===== config.mk =====
export PLATFORM = sky130hd
export DESIGN_NAME = icache_loader
export DESIGN_NICKNAME = d
export VERILOG_FILES = /design/src/rtl/icache_loader.sv
export SDC_FILE = /design/constraint.sdc
export NUM_CORES = 1
export LEC_CHECK = 0
export ABC_AREA = 1
export BUFFER_PORTS_ARGS = -buffer_cell sky130_fd_sc_hd__buf_2
export CELL_PAD_IN_SITES_DETAIL_PLACEMENT = 0
export CELL_PAD_IN_SITES_GLOBAL_PLACEMENT = 1
export CORE_MARGIN = 2
export CORE_UTILIZATION = 40
export DETAILED_ROUTE_END_ITERATION = 12
export PLACE_DENSITY_LB_ADDON = 0.1
export SLEW_MARGIN = 10
export SYNTH_ARGS = -nofsm -noshare
export SYNTH_HDL_FRONTEND = slang
export SYNTH_SLANG_ARGS = --single-unit

===== constraint.sdc =====
create_clock -name clk -period 3.3 [get_ports clk]
set_input_delay 0.66 -clock clk [delete_from_list [all_inputs] [get_ports clk]]
set_output_delay 0.66 -clock clk [all_outputs]
set_load 0.01 [all_outputs]

===== src/rtl/icache_loader.sv =====
// Packs pairs of 32-bit host beats into 54-bit instructions, writes them into the icache from address 0,
// and runs the start/finish handshake. Define ICACHE_AUTO_FINISH_EN to append a finish instruction after the program.
module icache_loader #(
    parameter int ADDR_W  = 10,
    parameter int INSTR_W = 54,
    parameter int BUS_W   = 32
) (
    input  logic               clk,
    input  logic               rst,
    input  logic               host_valid,
    output logic               host_ready,
    input  logic [BUS_W-1:0]   host_data,
    input  logic               host_last,
    input  logic               host_start,
    input  logic               host_abort,
    input  logic               ctrl_finish,
    output logic               icache_wr_en,
    output logic [ADDR_W-1:0]  icache_wr_addr,
    output logic [INSTR_W-1:0] icache_wr_data,
    output logic               global_en,
    output logic [ADDR_W:0]    prog_len,
    output logic               done_pulse,
    output logic               err_malformed,
    output logic               err_overflow
);

`ifdef ICACHE_AUTO_FINISH_EN
    typedef enum logic [2:0] {IDLE, LD_HI, FIN, LOADED, RUN} state_t;
`else
    typedef enum logic [2:0] {IDLE, LD_HI, LOADED, RUN} state_t;
`endif

    localparam int                 HI_W         = INSTR_W - BUS_W;
    localparam logic [ADDR_W-1:0]  PTR_MAX      = '1;
    localparam logic [ADDR_W:0]    ONE_LEN      = (ADDR_W+1)'(1);
    localparam logic [INSTR_W-1:0] FINISH_INSTR = {1'b1, {(INSTR_W-1){1'b0}}};

    state_t             state;
    logic [ADDR_W-1:0]  wr_ptr;
    logic [BUS_W-1:0]   lo_data;
    logic               accept;

    assign accept = host_valid && host_ready;

    // The low half only matters once the matching high beat arrives, so it needs no reset.
    always_ff @(posedge clk) begin
        if (state == IDLE && accept) begin
            lo_data <= host_data;
        end
    end

    always_ff @(posedge clk or posedge rst) begin
        if (rst) begin
            state          <= IDLE;
            wr_ptr         <= '0;
            host_ready     <= 1'b0;
            icache_wr_en   <= 1'b0;
            icache_wr_addr <= '0;
            icache_wr_data <= '0;
            global_en      <= 1'b0;
            prog_len       <= '0;
            done_pulse     <= 1'b0;
            err_malformed  <= 1'b0;
            err_overflow   <= 1'b0;
        end else begin
            icache_wr_en <= 1'b0;
            done_pulse   <= 1'b0;
            if (host_abort) begin
                // Abort overrides start, finish and any beat accepted this cycle.
                state         <= IDLE;
                wr_ptr        <= '0;
                err_malformed <= 1'b0;
                err_overflow  <= 1'b0;
                global_en     <= 1'b0;
                host_ready    <= 1'b1;
            end else begin
                case (state)
                    IDLE: begin
                        if (accept && host_last) begin
                            err_malformed <= 1'b1;
                            host_ready    <= 1'b0;
                        end else if (accept) begin
                            state <= LD_HI;
                        end else begin
                            host_ready <= !(err_malformed || err_overflow);
                        end
                    end
                    LD_HI: begin
                        if (accept) begin
                            icache_wr_en   <= 1'b1;
                            icache_wr_addr <= wr_ptr;
                            icache_wr_data <= {host_data[HI_W-1:0], lo_data};
                            prog_len       <= {1'b0, wr_ptr} + ONE_LEN;
                            if (wr_ptr != PTR_MAX) begin
                                wr_ptr <= wr_ptr + 1'b1;
                            end
                            if (host_last) begin
                                host_ready <= 1'b0;
`ifdef ICACHE_AUTO_FINISH_EN
                                state      <= FIN;
`else
                                state      <= LOADED;
`endif
                            end else begin
                                state <= IDLE;
                                // Pointer saturates at the top; any further program is an overflow.
                                if (wr_ptr == PTR_MAX) begin
                                    err_overflow <= 1'b1;
                                    host_ready   <= 1'b0;
                                end
                            end
                        end
                    end
`ifdef ICACHE_AUTO_FINISH_EN
                    FIN: begin
                        // prog_len MSB set means the program itself used every slot.
                        if (prog_len[ADDR_W]) begin
                            err_overflow <= 1'b1;
                        end else begin
                            icache_wr_en   <= 1'b1;
                            icache_wr_addr <= wr_ptr;
                            icache_wr_data <= FINISH_INSTR;
                            prog_len       <= {1'b0, wr_ptr} + ONE_LEN;
                            if (wr_ptr != PTR_MAX) begin
                                wr_ptr <= wr_ptr + 1'b1;
                            end
                        end
                        state <= LOADED;
                    end
`endif
                    LOADED: begin
                        if (host_start && !err_malformed && !err_overflow) begin
                            state     <= RUN;
                            global_en <= 1'b1;
                        end
                    end
                    RUN: begin
                        if (ctrl_finish) begin
                            state         <= IDLE;
                            global_en     <= 1'b0;
                            done_pulse    <= 1'b1;
                            wr_ptr        <= '0;
                            err_malformed <= 1'b0;
                            err_overflow  <= 1'b0;
                            host_ready    <= 1'b1;
                        end
                    end
                    default: begin
                        state <= IDLE;
                    end
                endcase
            end
        end
    end

endmodule

==> summary.md <==
| Metric | Value |
|---|---|
| Syn Nets | 535 |
| Setup_tns | 0 ns |
| Period utilisation layout | 60.1% |
| Clock Skews | 0.00663 ns |
| Dpl hpwl | 6760 µm |
| LEAKAGE | 0.00332 µW |
| CTS Buf Count | 17 |
| Gate Count Post-Synth | 495 |
| Fmax | 505 MHz |
| Residual DRC count | 0 |
| Worst Setup End Kind | flip-flop |
| Post-place setup slack | 1.03 ns |
| Most common cell in the netlist | nand2_1 |
| Sequential power share | 41.3% |
| CTS resizes | 0 |
| P_sw | 1650 µW |
| Final worst slack | 1.32 ns |
| Seq/Total Area, Yosys | 67.9% |
| Nets | 660 |
| FF/Latch Area | 0.00329 mm² |
| Critical Path Fanout Max | 70 |
| Worst VDD drop | 454 µV |
| Fillers | 1,116 |
| Bufs and invs on worst path | 2 |
| Core area | 0.0119 mm² |
| Top FF cell, synth | dfrtp_1 |
| DR pass1 iterations | 7 |
| Initial drt markers | 263 |
| Hold-fix buffers at CTS | 0 |
| Worst hold path class | in -> async |
| RSZ-0062 raised after global routing | false |
| Ys Warns | 0 |
| ANT cells | 0 |
| Critical path launch point type | flip-flop |
| Largest net degree at the start of global routing | 71 |
| Yosys cell types | 26 |
| Final hold violations | 0 |
| Final GP Congestion | 0.834 |
| Relative slew slack | 50.0% |
| Share of layout cells above drive strength 1 | 26.2% |
| Cell count of the worst reg-to-reg path | 7 |
| Layout area overhead | 27.9% |
| Max_cap viols | 0 |
| Sw Share | 29.8% |
| Overall power | 5550 µW |
| Die height | 114 µm |
| Multi-input logic area | 0.00137 mm² |
| Critical Path Max Stage Delay | 0.60 ns |
| Vias in the first global route | 3,539 |
| Post-synth top area share | 48.0% |
| Post-Syn Area per Cell | 9.79 µm² |
| Internal | 3900 µW |
| Dpl cell area | 0.00556 mm² |
| Max-slew violation count | 0 |
| Post-synth top cells | nand2_1 (271), dfrtp_1 (93), edfxtp_1 (32) |
| FFs w/ async S/R, synth | 74.4% |
| Clock power frac | 36.2% |
| Final setup viols | 0 |
| Design Area, Final | 0.00620 mm² |
| Post-route ant nets | 0 |
| Via Count | 3,559 |
| EDFF count, synth | 32 |
| Routed WL per cell | 13.5 µm |
| # rows | 40 |
| Clock Tree Buf Depth | 2 |
| H-tree levels | 4 |
| CP required | 3.60 ns |
| Clk_lat worst skew | 0.41 ns |
| Die ar. | 0.0130 mm² |
| Clock-pin slew of the registers on the worst-case setup and hold paths | 0.06 ns |
| CP top delay family | buffers and inverters |
| First-pass GRT wire length | 17,500 µm |
| Synthesized area | 0.00485 mm² |
| Port Buffer Count | 119 |
| Largest cells by area after synthesis | dfrtp_1 (48%), nand2_1 (21%), edfxtp_1 (20%) |
| CTS Sinks | 125 |
| Crit-path slowest cell | inv_4 |
| Worst path cell trace | inv_2 > nand2_2 > nor2_4 > nand2_4 > inv_4 > nand2_1 > o21a_1 |
| Routed WL | 10,500 µm |
| Status | finished clean |
| Post-layout min period | 1.98 ns |
| Global Route Usage Sum | 17.6% |
| Avg Vias per Cell | 4.56 |
| CTS tree | built |
| Worst slew pin tran | 0.749 ns |
| Synth Register Bits | 125 |
| Antenna violations before repair | 0 |
| Die Wd | 114 µm |
| Pwr Density | 896 mW/mm² |
| Total congestion overflow | 0 |
| CP Depth | 7 |
| Min Hold Slack | 0.389 ns |
| CTS Root Cell | clkbuf_16 |
| Crit Path Category | reg -> reg |
| Synth area leader | dfrtp_1 |
| IO Pins | 120 |
| Initial Utilization | 40.7% |
| Logic pwr share | 22.5% |
| Post-CTS setup buffer count | 0 |
| Worst EP arrival | 2.28 ns |
-- cells in the final DEF, fill, tap and decap left out, drive strengths merged --
master	netlist	layout
nand4	1	1
o21a	1	1
nor3	3	3
and2	1	1
ha	1	1
a21oi	4	4
dfrtp	93	93
xor2	4	4
edfxtp	32	32
inv	20	20
nand3	15	15
nor2	19	19
buf	16	122
nand2	274	274
clkinv	0	6
clkbuf	0	19
clkinvlp	0	2
or2	1	1
o21ai	10	10
bufinv	0	5
-- kinds of logic after synthesis --
logic type	synth area share, %
AND/OR/NAND/NOR	25.5
buffers and inverters	3.95
adder cells (fa/ha/maj)	0.258
flip-flops	67.9
XOR/XNOR	0.723
AO/OA/AOI/OAI	1.76
-- worst paths after layout --
path                          startpoint                  to  slack (ns)
min in group clk           host_data[29]         lo_data[29]        0.43
min reg2reg                   lo_data[0]   icache_wr_data[0]        0.44
max                             state[1]   icache_wr_addr[0]        1.32
max reg2reg                     state[1]   icache_wr_addr[0]        1.32
min                                  rst           global_en        0.39
max in group asynchronous            rst  icache_wr_data[10]        2.22
-- flip-flops by register name, summed over array words and instances, names as in the netlist, 2 cells and up --
name	count
icache_wr_data	54
state	2
icache_wr_addr	10
lo_data	32
wr_ptr	10
prog_len	11
-- layer usage --
metal  vias to the layer above  track usage [%]  wire length [µm]  part of all wire (%)
li1                       1791                -                 -                     -
met1                      1655             23.7              5090                    48
met2                       105             26.4              4680                    44
met3                         8             6.78               674                   6.4
met4                         0             5.61                89                  0.84
met5                         -                0                 0                     0
-- final cells by class --
| cell class | count | area share, % |
|---|---|---|
| clock buffer | 19 | 7.14 |
| clock inverter | 13 | 3.15 |
| inverter | 20 | 1.29 |
| multi-input combinational | 334 | 22.0 |
| sequential | 125 | 53.0 |
| tap | 147 | 2.97 |
| timing repair buffer | 122 | 10.4 |
-- metrics by stage --
step,std cells,util [%]
global route,780,52.0
global placement,748,46.7
CTS,780,52.0
detailed placement,748,46.7
finish,780,52.0
floorplan,495,-
-- power by group through the flow --
stage / registers [µW] / logic, µW / clock network (µW)
after floorplan: 2460 / 566 / 0
after global placement: 2320 / 1260 / 0
after detailed placement: 2310 / 1280 / 0
after CTS: 2300 / 1280 / 2050
after global routing: 2350 / 1430 / 2120
final: 2290 / 1250 / 2010
Note: power is estimated with default switching activity, not from simulation.
